`src/rtl/fifo_wr_arbiter.sv`:
```
`default_nettype none
// ============================================================================
//  Module   : fifo_wr_arbiter
//  Purpose  : Arbitrates N_REQ asynchronous button-style requesters onto the
//             write port of one shared FIFO. Each requester level is
//             synchronized and edge-detected into a pending bit. A
//             round-robin FSM (IDLE -> LOAD -> PULSE -> SETTLE) then issues
//             one slow, well-separated write per pending request. Lost
//             requests are counted in a saturating counter.
//  Ports    : clk        - clock, rising edge
//             rst        - asynchronous active-high reset
//             req        - per-requester asynchronous request level
//             din        - packed requester data, slice i = din[i*DW +: DW]
//             fifo_full  - full flag from the shared FIFO
//             fifo_wr    - registered write strobe
//             fifo_din   - registered write data, stable LOAD..end of SETTLE
//             grant      - registered one-hot owner, zero when idle
//             ack        - registered one-cycle pulse when a write is issued
//             drop_cnt   - saturating count of requests lost to overlap
//  Revision : 1.0 - initial release
// ============================================================================
module fifo_wr_arbiter #(
    parameter int N_REQ  = 3,
    parameter int DW     = 3,
    parameter int SETTLE = 3
) (
    input  logic                clk,
    input  logic                rst,
    input  logic [N_REQ-1:0]    req,
    input  logic [N_REQ*DW-1:0] din,
    input  logic                fifo_full,
    output logic                fifo_wr,
    output logic [DW-1:0]       fifo_din,
    output logic [N_REQ-1:0]    grant,
    output logic [N_REQ-1:0]    ack,
    output logic [7:0]          drop_cnt
);

    localparam int IW = $clog2(N_REQ);

    localparam logic [1:0] c_ST_IDLE   = 2'd0;
    localparam logic [1:0] c_ST_LOAD   = 2'd1;
    localparam logic [1:0] c_ST_PULSE  = 2'd2;
    localparam logic [1:0] c_ST_SETTLE = 2'd3;

    localparam logic [IW-1:0] c_LAST_RST    = IW'(N_REQ - 1);
    localparam logic [3:0]    c_SETTLE_LAST = 4'(SETTLE - 1);

    // ------------------------------------------------------------------
    // State
    // ------------------------------------------------------------------
    logic [N_REQ-1:0] sync1_q, sync1_d;
    logic [N_REQ-1:0] sync2_q, sync2_d;
    logic [N_REQ-1:0] prev_q,  prev_d;
    logic [1:0]       warm_q,  warm_d;
    logic [N_REQ-1:0] pend_q,  pend_d;
    logic [7:0]       drop_cnt_q, drop_cnt_d;
    logic [1:0]       state_q, state_d;
    logic [IW-1:0]    win_q,   win_d;
    logic [IW-1:0]    last_q,  last_d;
    logic [3:0]       cnt_q,   cnt_d;
    logic [N_REQ-1:0] grant_q, grant_d;
    logic [N_REQ-1:0] ack_q,   ack_d;
    logic             fifo_wr_q, fifo_wr_d;
    logic [DW-1:0]    fifo_din_q, fifo_din_d;

    // ------------------------------------------------------------------
    // Combinational helpers
    // ------------------------------------------------------------------
    logic [N_REQ-1:0] w_rise;
    logic [N_REQ-1:0] w_clr;
    logic [N_REQ-1:0] w_drop;
    logic [3:0]       w_ndrop;
    logic [8:0]       w_drop_sum;
    logic             w_any;
    logic             w_found;
    logic [IW-1:0]    w_pick;
    logic [IW-1:0]    w_cand;
    int               w_idx;
    logic             w_start;

    function automatic logic [N_REQ-1:0] onehot(input logic [IW-1:0] i);
        logic [N_REQ-1:0] v;
        v    = '0;
        v[i] = 1'b1;
        return v;
    endfunction

    // ------------------------------------------------------------------
    // Synchronizers, edge detection, pending bits and drop counter
    // ------------------------------------------------------------------
    always_comb begin
        sync1_d = req;
        sync2_d = sync1_q;
        prev_d  = sync2_q;

        // Edges are ignored until the synchronizer chain and the previous-
        // level register all hold real samples, so a request that was already
        // high when reset released does not look like a fresh press.
        warm_d = (warm_q == 2'd3) ? 2'd3 : warm_q + 2'd1;
        w_rise = (warm_q == 2'd3) ? (sync2_q & ~prev_q) : '0;

        w_clr  = (state_q == c_ST_PULSE) ? onehot(win_q) : '0;

        // An edge landing in the PULSE cycle of its own requester is a new
        // request, not an overlap, so it is neither dropped nor cleared.
        w_drop = w_rise & pend_q & ~w_clr;
        pend_d = (pend_q & ~w_clr) | w_rise;

        w_ndrop = 4'd0;
        for (int i = 0; i < N_REQ; i++) begin
            w_ndrop = w_ndrop + {3'd0, w_drop[i]};
        end
        w_drop_sum = {1'b0, drop_cnt_q} + {5'd0, w_ndrop};
        drop_cnt_d = w_drop_sum[8] ? 8'hFF : w_drop_sum[7:0];
    end

    // ------------------------------------------------------------------
    // Round-robin pick: first pending index after last, wrapping
    // ------------------------------------------------------------------
    always_comb begin
        w_any   = |pend_q;
        w_found = 1'b0;
        w_pick  = last_q;
        w_idx   = 0;
        w_cand  = '0;
        for (int k = 1; k <= N_REQ; k++) begin
            w_idx = int'(last_q) + k;
            if (w_idx >= N_REQ) begin
                w_idx = w_idx - N_REQ;
            end
            w_cand = IW'(w_idx);
            if (!w_found && pend_q[w_cand]) begin
                w_found = 1'b1;
                w_pick  = w_cand;
            end
        end
    end

    // ------------------------------------------------------------------
    // Transaction FSM
    // ------------------------------------------------------------------
    always_comb begin
        state_d    = state_q;
        win_d      = win_q;
        last_d     = last_q;
        cnt_d      = cnt_q;
        grant_d    = grant_q;
        fifo_din_d = fifo_din_q;
        fifo_wr_d  = 1'b0;
        ack_d      = '0;
        w_start    = 1'b0;

        case (state_q)
            c_ST_IDLE: begin
                grant_d = '0;
                if (w_any) begin
                    w_start = 1'b1;
                end
            end
            c_ST_LOAD: begin
                if (!fifo_full) begin
                    state_d   = c_ST_PULSE;
                    fifo_wr_d = 1'b1;
                    ack_d     = grant_q;
                end
            end
            c_ST_PULSE: begin
                last_d  = win_q;
                cnt_d   = c_SETTLE_LAST;
                state_d = c_ST_SETTLE;
            end
            c_ST_SETTLE: begin
                if (cnt_q == 4'd0) begin
                    // The final SETTLE cycle performs the IDLE arbitration
                    // itself, so back-to-back writes are spaced by exactly
                    // LOAD + PULSE + SETTLE cycles.
                    if (w_any) begin
                        w_start = 1'b1;
                    end else begin
                        state_d = c_ST_IDLE;
                        grant_d = '0;
                    end
                end else begin
                    cnt_d = cnt_q - 4'd1;
                end
            end
            default: begin
                state_d = c_ST_IDLE;
                grant_d = '0;
            end
        endcase

        if (w_start) begin
            state_d    = c_ST_LOAD;
            win_d      = w_pick;
            grant_d    = onehot(w_pick);
            fifo_din_d = din[int'(w_pick)*DW +: DW];
        end
    end

    // ------------------------------------------------------------------
    // Registers
    // ------------------------------------------------------------------
    always_ff @(posedge clk or posedge rst) begin
        if (rst) begin
            sync1_q    <= '0;
            sync2_q    <= '0;
            prev_q     <= '0;
            warm_q     <= 2'd0;
            pend_q     <= '0;
            drop_cnt_q <= 8'd0;
            state_q    <= c_ST_IDLE;
            win_q      <= '0;
            last_q     <= c_LAST_RST;
            cnt_q      <= 4'd0;
            grant_q    <= '0;
            ack_q      <= '0;
            fifo_wr_q  <= 1'b0;
            fifo_din_q <= '0;
        end else begin
            sync1_q    <= sync1_d;
            sync2_q    <= sync2_d;
            prev_q     <= prev_d;
            warm_q     <= warm_d;
            pend_q     <= pend_d;
            drop_cnt_q <= drop_cnt_d;
            state_q    <= state_d;
            win_q      <= win_d;
            last_q     <= last_d;
            cnt_q      <= cnt_d;
            grant_q    <= grant_d;
            ack_q      <= ack_d;
            fifo_wr_q  <= fifo_wr_d;
            fifo_din_q <= fifo_din_d;
        end
    end

    assign fifo_wr  = fifo_wr_q;
    assign fifo_din = fifo_din_q;
    assign grant    = grant_q;
    assign ack      = ack_q;
    assign drop_cnt = drop_cnt_q;

endmodule
`default_nettype wire

```
`config.mk`:
```
export PLATFORM = sky130hd
export DESIGN_NAME = fifo_wr_arbiter
export DESIGN_NICKNAME = d
export VERILOG_FILES = /design/src/rtl/fifo_wr_arbiter.sv
export SDC_FILE = /design/constraint.sdc
export NUM_CORES = 1
export LEC_CHECK = 0
export BUFFER_PORTS_ARGS = -buffer_cell sky130_fd_sc_hd__clkbuf_2
export CORE_ASPECT_RATIO = 1.25
export CORE_MARGIN = 2
export CORE_UTILIZATION = 55
export DETAILED_ROUTE_END_ITERATION = 6
export GPL_TIMING_DRIVEN = 0
export PLACE_DENSITY = 0.83
export SLEW_MARGIN = 20
export SYNTH_ARGS = -nofsm -noshare
export SYNTH_HDL_FRONTEND = slang
export SYNTH_SLANG_ARGS = --single-unit
export TNS_END_PERCENT = 1
```
`constraint.sdc`:
```
create_clock -name clk -period 7.2 [get_ports clk]
set_input_delay 1.44 -clock clk [delete_from_list [all_inputs] [get_ports clk]]
set_output_delay 1.44 -clock clk [all_outputs]
set_load 0.02 [all_outputs]
```
# Yosys cells after proc, flatten, opt, wreduce, memory -nomap -nowiden
# Cells that the tools add are included.
# classes
multipliers,1
n_bitwise,7
addsub,11
reduce_logical,15
mux,40
n_lt_le_gt_ge,10
n_eq_ne,8
n_shift,1
# ops
op,count
$mux 2,11
$mux 3,7
$lt 2x3->1 const B,5
$and 3x3->3,4
$mux 1,11
$add 8x3->9,1
$ge 3x2->1 const B,3
$ne 3x3->1 const B,3
$shiftx 9x5->3,1
$mux 8,1
$pmux 4 s2,1
$add 2x2->3 const B,2
$bmux 1 s2,3
$eq 2x2->1 const B,3
$not 3->3,2
$pmux 2 s3,1
$pmux 3 s2,1
$sub 2x2->2 const B,3
$demux 1 s2,2
$ge 2x1->1 const B,2
$logic_and 1x1->1,4
$logic_not 4->1,1
$mul 2x2->4 const B,1
$mux 4,1
18 further kinds,19
# word_totals
wordCells,107
regBits,42

# Depth between registers and ports, before layout
# Gate-level depths: netlist of the first run.
# logic_depth
depth_word,17
mapped_depth,14
mapped_depth_nobuf,13

# Worst setup path after synthesis of the first run
# Ideal clock, no wire load.
# synth_path
path_kind,register -> register
startpoint,reg state_q[0]
endpoint,"reg drop_cnt_q[0], in the netlist drop_cnt[0]"
setup_slack_ns,4.273
t_arrival_ns,2.804
stages_incl_launch_ff,14
cell_sequence,dfrtp_1 > inv_1 > ha_1 > clkbuf_1 > nand2b_1 > o21ai_0 > or2_2 > fa_1 > inv_1 > ha_1 > fa_1 > and3_1 > nand3_1 > nand2b_1
# synth_via
elab_chain_cells,8
# synth_rtl
element,line,source
start: declaration,58,"logic [1:0] state_q, state_d;"
start signal: assignment,213,state_q <= c_ST_IDLE;
start signal: assignment,228,state_q <= state_d;
$eq 2x2->1 (*),103,w_clr = (state_q == c_ST_PULSE) ? onehot(win_q) : '0;
$mux 3 (*),103,
$not 3->3 (*),107,w_drop = w_rise & pend_q & ~w_clr;
$and 3x3->3 (*),107,
$add 1x1->2,112,"w_ndrop = w_ndrop + {3'd0, w_drop[i]};"
$add 2x1->3 (*),112,
$add 8x3->9 (*),114,"w_drop_sum = {1'b0, drop_cnt_q} + {5'd0, w_ndrop};"
$mux 8 (*),115,drop_cnt_d = w_drop_sum[8] ? 8'hFF : w_drop_sum[7:0];
net drop_cnt_d[0],57,"logic [7:0] drop_cnt_q, drop_cnt_d;"
end signal: assignment,227,drop_cnt_q <= drop_cnt_d;
end: declaration,57,
# The timed path passes the listed nets; every way through them passes the cells marked *.
# A chain may end at the register's enable or synchronous reset.

# Worst setup path after layout of the first run
# Same ends and word-level chain as after synthesis.

==> metrics.cfg, run 1 <==
[sta]
slew_headroom_pct = 50.8
tightest_slew_ps = 732
drv_slew = 0
fin_crit_sh_pct = 45.9
fin_skew_ps = 5.25
setup_viol = 0
max_freq_mhz = 302
whs_ps = 356
hold_viol = 0
period_minus_slack_ps = 3310
rsz0062_at_grt = false
tns_ps = 0

[logic_synthesis]
async_flop_share_pct = 100
synth_compound_area_share_pct = 18.5
synth_top_family_by_area = compound AO/OA/AOI/OAI gates
synth_cell_types = 51
synth_edf_count = 0
muxShareOfSynthArea_pct = 2.35
synth_fp_nets = 241
synthAdderAreaFrac_pct = 7.55
ys_ff_latch = 42
ys_seq_area_share_pct = 48.1
ys.warnings.count = 0
synth_xor_area_share_pct = 1.20
synth_flop_cell = dfrtp_1
synthCells = 214
avgSynthCellArea_sq_um = 10.2
yosys.area_share.simple_pct = 17.3
synth_area_sq_um = 2190

[clock_tree]
insertion_delay_ps = 290
cts_buffers = 5
cts_tree = built
clk_path_buf_depth = 2
post_cts_resized = 0
htree_num_levels = 2
cts_setup_buffers = 0
cts_num_sinks = 42
root_buffer = clkbuf_8
clk_pin_slew_ps = 70
cts_hold_buf = 0

[setup_path]
r2r_cells = 13
crit_fanout = 9
crit_required_ps = 7370
critPathKind = flip-flop to flip-flop
cp-end-kind = flip-flop
arrival_ps = 3480
startpoint_type = flip-flop

[run]
cap_violations = 0

[cells_and_area]
syn_to_final_growth_pct = 16.3
fin_cells = 309
layout_common_cells = dfrtp_1 (41), clkbuf_2 (32), inv_1 (18)
drive_gt1_share_pct = 21.2
final-seq-area_sq_um = 1050
multiInputGateArea_sq_um = 1030
fin_nets = 281
nFillCells = 308
diodes = 0
final_common_cell = dfrtp_1

[floorplanning]
die_area_sq_um = 4500
ios = 33
die_w_um = 60.4
core_area_sq_um = 3780
start_util_pct = 57.8
die_height_um = 74.5
rows = 25

[placement]
port_buffers = 32
placed_cells = 301
gp_congestion = 0.881
dp_hpwl_um = 3200

[global_routing]
antenna_found_initial = 0
grtUsageTotal_pct = 21.7
grt_pass1_vias = 1682
gr-total-overflow = 0
grt_first_pass_wirelength_um = 7220
grt_max_degree = 31

[min_path]
whs_path_depth = 0
hold_class = flip-flop to flip-flop

[drt]
vias = 1745
postRouteAntennaNets = 0
vias_per_cell = 5.65
drc = 0
wl_per_cell_um = 13.9
drtIter0Drc = 117
routed_wl_um = 4300
first_pass_iters = 4

[pwr]
p_per_area_nw_per_um2 = 473
leakagePower_uw = 0.00119
vdd.ir_drop.worst_v = 0.000277

[run_status]
status = complete, no violations

-- registers in the layout, summed over array words and instances, names as in the netlist --
signal	count
drop_cnt	8
cnt_q	4
ack	3
fifo_din	3
grant	3
pend_q	3
prev_d	3
prev_q	3
sync1_q	3
last_q	2
state_q	2
warm_q	2
win_q	2
fifo_wr	1
-- synth_stat cells (3+ instances only) --
cell type   n  share of area [%]
o21ai_0     8                1.8
ha_1       10                5.7
and2_1      3               0.86
nor2b_1     3               0.86
xnor2_1     3                1.2
nor3_1      5                1.1
o22ai_1     3               0.86
dfrtp_1    41                 47
a21boi_0    4                1.4
o211ai_1    4                1.4
nor2_1     13                2.2
mux2i_1     4                1.8
nand3_1     5                1.1
nand2b_1    8                2.3
buf_2       3               0.69
clkbuf_1    3               0.51
a2111oi_0   3                1.2
o311ai_1    3                1.2
inv_1      19                3.3
a31oi_1     4                1.1
nor4b_1     3                1.2
nand2_1    16                2.7
and3_1      3               0.86
a21oi_1     9                2.1
-- per-layer routing --
metal / track usage, % / vias to the layer above / part of all wire, % / wire length [um]
li1: - / 844 / - / -
met1: 24.2 / 829 / 42 / 1800
met2: 38.3 / 64 / 52 / 2230
met3: 6.61 / 8 / 5.1 / 218
met4: 8.64 / 0 / 1.3 / 55
met5: 0 / - / 0 / 0
-- final timing paths --
kind                                   startpoint               endpoint  slack (ps)
setup / recovery           state_q[0]$_DFFE_PP0P_  drop_cnt[0]$_DFF_PP0_        3890
hold / removal               sync1_q[0]$_DFF_PP0_    prev_d[0]$_DFF_PP0_         360
setup reg to reg           state_q[0]$_DFFE_PP0P_  drop_cnt[0]$_DFF_PP0_        3890
hold reg to reg              sync1_q[0]$_DFF_PP0_    prev_d[0]$_DFF_PP0_         360
max in group asynchronous                     rst  last_q[1]$_DFFE_PP1P_        5610
min in group asynchronous                     rst      fifo_wr$_DFF_PP0_        1070
-- critical path: stages, from the launching register on --
cell and delay, ps:
dfrtp_1 410, inv_1 80, ha_1 190, clkbuf_1 200
nand2b_1 160, o21ai_0 110, or2_2 300, fa_1 490
inv_1 40, ha_1 220, fa_1 430, and3_1 250
nand3_1 220, nand2b_1 90
-- area by class of cell --
type / instances / area share (%)
sequential: 42 / 41.4
inverter: 19 / 2.80
clock inverter: 3 / 1.57
timing repair buffer: 33 / 7.08
multi-input combinational: 146 / 40.3
tap: 54 / 2.66
buffer: 7 / 1.48
clock buffer: 5 / 2.71
-- cell families (layout without fill, tap and decap cells) --
group                    after synthesis  in the layout
AO/OA/AOI/OAI                         56             56
XOR/XNOR                               3              3
adder cells (fa/ha/maj)               12             12
buffers and inverters                 26             67
flip-flops                            42             42
multiplexers                           5              5
AND/OR/NAND/NOR                       70             70
-- power breakdown --
part	switching, uW	internal, uW
sequential	67.7	310
clock	77.4	102
combinational	395	251
total	540	663
-- stage by stage --
stage | util [%] | power (uW) | instance area, sq um | worst slack (ps)
4_1_cts | 67.2 | 1210 | 2540 | 3890
3_3_place_gp | 63.8 | 988 | 2410 | 4010
3_5_place_dp | 64.3 | 1020 | 2430 | 3900
6_report | 67.2 | 1200 | 2540 | 3890
2_1_floorplan | - | 856 | 2190 | 4270
5_1_grt | 67.2 | 1300 | 2540 | 3650
Power figures use the tool's default switching activity.
==> run 2, diff against run 1 <==
==> constraint.sdc (replaced) <==
create_clock -name clk -period 3.1 [get_ports clk]
set_input_delay 0.62 -clock clk [delete_from_list [all_inputs] [get_ports clk]]
set_output_delay 0.62 -clock clk [all_outputs]
set_load 0.02 [all_outputs]
==> metrics.cfg, run 2 (synthesized netlist as in run 1, its figures left out) <==
[sta]
drv_slew = 0
fin_crit_sh_pct = 92.5
hold_viol = 0
tightest_slew_ps = 734
slew_headroom_pct = 50.7
period_minus_slack_ps = 2870
rsz0062_at_grt = false
max_freq_mhz = 349
fin_skew_ps = 4.78
final.setup.worst_slack_ps = 231
tns_ps = 0
setup_viol = 0

[setup_path]
r2r-start = state_q[1]$_DFFE_PP0P_
critPathKind = flip-flop to flip-flop
startpoint_type = flip-flop
crit_required_ps = 3320
r2r_end = drop_cnt[6]$_DFF_PP0_
crit_fanout = 9
r2r_cells = 12
cp-end-kind = flip-flop
r2r_setup_slack_ps = 230
arrival_ps = 3080

[placement]
dp_slack_ps = -196
dp_hpwl_um = 3200
gp_congestion = 0.881
port_buffers = 32
placed_area_sq_um = 2430

[drt]
wl_per_cell_um = 14.0
drc = 0
first_pass_iters = 4
drtIter0Drc = 105
routed_wl_um = 4330
vias_per_cell = 5.68
vias = 1755
postRouteAntennaNets = 0

[global_routing]
grt_pass1_vias = 1690
grtUsageTotal_pct = 21.8
antenna_found_initial = 0
gr-total-overflow = 0
grt_first_pass_wirelength_um = 7250
grt_max_degree = 31

[clock_tree]
htree_num_levels = 2
root_buffer = clkbuf_8
cts_num_sinks = 42
cts_buffers = 5
insertion_delay_ps = 290
clk_pin_slew_ps = 80
cts_hold_buf = 0
cts_tree = built
clk_path_buf_depth = 2

[floorplanning]
rows = 25
die_area_sq_um = 4500
ios = 33
core_area_sq_um = 3780
die_w_um = 60.4
die_height_um = 74.5
start_util_pct = 57.8

[cells_and_area]
multiInputGateArea_sq_um = 1050
fin_nets = 281
layout_common_cells = dfrtp_1 (40), clkbuf_2 (32), inv_1 (18)
drive_gt1_share_pct = 23.1
syn_to_final_growth_pct = 17.4
largest_register_ff_count = 8
final-seq-area_sq_um = 1050
diodes = 0
final_cell_area_sq_um = 2570
final_common_cell = dfrtp_1
nFillCells = 306

[pwr]
total_power_uw = 2830
leakagePower_uw = 0.00119
p_per_area_nw_per_um2 = 1100
vdd.ir_drop.worst_v = 0.000646

[run_status]
status = complete, no violations

[run]
cap_violations = 0

[min_path]
hold_class = input pin to async pin

## run 2: worst max-delay path, stage by stage (launching register included)
cell      delay (ps)
dfrtp_2          450
ha_4             200
nand2b_1         110
o21ai_1           80
or2_2            290
fa_1             490
inv_1             40
ha_1             220
fa_2             370
and3_1           240
nand3_1          120
nor3_1            50
a21oi_1          110
## run 2: area by class of cell
class,instances,share of cell area [%]
tap,54,2.63
inverter,19,2.78
timing repair buffer,34,7.31
clock inverter,3,1.56
sequential,42,41.0
multi-input combinational,146,40.7
buffer,6,1.32
clock buffer,5,2.68
## run 2: per-layer routing
metal  vias to the layer above  global-route usage (%)  routed length [um]
li1                        844                       -                   -
met5                         -                       0                   0
met3                        10                    6.61                 232
met1                       830                    24.2                1770
met2                        71                    38.5                2260
met4                         0                    8.64                  68
## run 2: stage by stage
| step | util [%] | hold WS [ps] | instances |
|---|---|---|---|
| after floorplan | - | 331 | 214 |
| after global placement | 63.8 | 333 | 300 |
| after detailed placement | 64.3 | 340 | 301 |
| after CTS | 67.4 | 252 | 309 |
| after global routing | 67.9 | 251 | 309 |
| final | 67.9 | 252 | 309 |
## run 2: what timing repair did
item,in CTS,in global routing
gates resized for setup,1,5
setup endpoints to repair,8,8
setup buffers,1,0
## run 2: report_power, final
part           total (uW)  leakage [uW]  switching (uW)  internal (uW)
Clock                 417     0.0000579             180            237
Combinational        1530      0.000635             932            602
Sequential            879      0.000500             157            722
Total                2830       0.00119            1270           1560
## run 2: how the worst max path moves through the flow
stage,start,end
3_3_place_gp,state_q[0]$_DFFE_PP0P_,drop_cnt[3]$_DFF_PP0_
6_report,state_q[1]$_DFFE_PP0P_,drop_cnt[6]$_DFF_PP0_
4_1_cts,state_q[1]$_DFFE_PP0P_,drop_cnt[6]$_DFF_PP0_
5_1_grt,state_q[1]$_DFFE_PP0P_,drop_cnt[6]$_DFF_PP0_
3_5_place_dp,state_q[0]$_DFFE_PP0P_,drop_cnt[0]$_DFF_PP0_
2_1_floorplan,state_q[0]$_DFFE_PP0P_,drop_cnt[0]$_DFF_PP0_
==> run 3, diff against run 2 <==
--- a/config.mk
+++ b/config.mk
@@ -10,7 +10,6 @@
 export CORE_MARGIN = 2
 export CORE_UTILIZATION = 55
 export DETAILED_ROUTE_END_ITERATION = 6
-export GPL_TIMING_DRIVEN = 0
 export PLACE_DENSITY = 0.83
 export SLEW_MARGIN = 20
 export SYNTH_ARGS = -nofsm -noshare
==> metrics.cfg, run 3 (synthesized netlist as in run 1, its figures left out) <==
[cells_and_area]
largest_register_ff_count = 8
fin_nets = 278
final_core_util_pct = 67.0
drive_gt1_share_pct = 21.5
nFillCells = 309
multiInputGateArea_sq_um = 1030
diodes = 0
final_common_cell = dfrtp_1
layout_common_cells = dfrtp_1 (41), clkbuf_2 (32), inv_1 (19)
syn_to_final_growth_pct = 15.9
final-seq-area_sq_um = 1050

[global_routing]
grt.met3_usage_pct = 4.70
antenna_found_initial = 0
grt_pass1_vias = 1560
gr-total-overflow = 0
use_met1_pct = 25.3
grt_max_degree = 29
grt_first_pass_wirelength_um = 6790
met2_usage_pct = 32.7
grtUsageTotal_pct = 19.9
grt-busiest-layer = met2

[drt]
routed_wl_um = 4150
drc = 0
postRouteAntennaNets = 0
vias = 1705
first_pass_iters = 4
vias_per_cell = 5.59
wl_per_cell_um = 13.6
drtIter0Drc = 59

[clock_tree]
htree_num_levels = 2
insertion_delay_ps = 290
cts_hold_buf = 0
root_buffer = clkbuf_8
cts_buffers = 5
clk_path_buf_depth = 2
cts_num_sinks = 42
cts_tree = built
clk_pin_slew_ps = 70

[sta]
max_freq_mhz = 345
drv_slew = 0
period_minus_slack_ps = 2900
setup_viol = 0
rsz0062_at_grt = false
hold_viol = 0
fin_crit_sh_pct = 93.6
tightest_slew_ps = 795
slew_headroom_pct = 46.6
fin_skew_ps = 4.98
tns_ps = 0

[setup_path]
critPathKind = flip-flop to flip-flop
crit_fanout = 4
startpoint_type = flip-flop
cp-end-kind = flip-flop
crit_required_ps = 3310
r2r_cells = 13
arrival_ps = 3110
r2r_setup_slack_ps = 200

[placement]
dp_hpwl_um = 3010
gp_congestion = 0.944
port_buffers = 32

[floorplanning]
ios = 33
die_area_sq_um = 4500
die_height_um = 74.5
die_w_um = 60.4
rows = 25
core_area_sq_um = 3780
start_util_pct = 57.8

[pwr]
vdd.ir_drop.worst_v = 0.000695
p_per_area_nw_per_um2 = 1100
leakagePower_uw = 0.00119

[run]
cap_violations = 0

[min_path]
hold_class = input pin to async pin

[run_status]
status = complete, no violations

[run 3: changes by cell type in the layout (fill, tap and decap cells not counted), moves of 2 or more]
cell	previous run	this run
buf_2	3	0
clkinv_2	2	0
buf_4	1	5
clkbuf_1	2	0
[run 3: timing repair]
item | CTS | global route
setup buffers | 0 | 3
endpoints found under the setup margin | 0 | 6
gates resized for setup | 0 | 2
[run 3: cell type report]
cell class | count | share of cell area (%)
Multi-Input combinational cell | 146 | 40.8
Clock buffer | 6 | 3.26
Timing Repair Buffer | 37 | 7.80
Clock inverter | 1 | 1.18
Tap cell | 54 | 2.67
Inverter | 19 | 2.81
Sequential cell | 42 | 41.5
[run 3: path summary, 6_finish.rpt]
check,from,to
setup / recovery,state_q[0]$_DFFE_PP0P_,drop_cnt[6]$_DFF_PP0_
hold / removal,rst,grant[2]$_DFFE_PP0P_
setup reg to reg,state_q[0]$_DFFE_PP0P_,drop_cnt[6]$_DFF_PP0_
hold reg to reg,sync1_q[2]$_DFF_PP0_,prev_d[2]$_DFF_PP0_
max in group asynchronous,rst,last_q[1]$_DFFE_PP1P_
min in group clk,sync1_q[2]$_DFF_PP0_,prev_d[2]$_DFF_PP0_
[run 3: worst max-delay path: stages, from the launching register on]
cell and delay, ps:
dfrtp_1 400, inv_1 80, ha_1 210, nand2b_1 100
o21ai_0 100, or2_2 310, fa_1 480, inv_1 50
ha_1 220, fa_2 360, and3_1 230, nand3_1 120
nor3_1 50, a21oi_1 110
[run 3: per-stage QoR]
stage          setup slack [ps]  instance area, sq um  hold WS, ps  cells  power [uW]
3_5_place_dp                101                  2390          336    295        2310
4_1_cts                    83.4                  2500          353    302        2760
6_report                    199                  2530          347    305        2800
2_1_floorplan               173                  2190          331    214        1990
3_3_place_gp                210                  2390          332    295        2280
5_1_grt                    11.8                  2530          361    305        3020
[run 3: per-layer routing]
layer | wire length (um) | vias up
met1 | 1830 | 809
li1 | - | 838
met4 | 79 | 0
met2 | 2050 | 48
met3 | 189 | 10
met5 | 0 | -
[run 3: power by group]
group | internal, uW | leakage (uW) | total (uW) | switching [uW]
registers | 721 | 0.000502 | 905 | 184
logic | 585 | 0.000628 | 1460 | 878
clock network | 257 | 0.0000573 | 430 | 173
total | 1560 | 0.00119 | 2800 | 1230
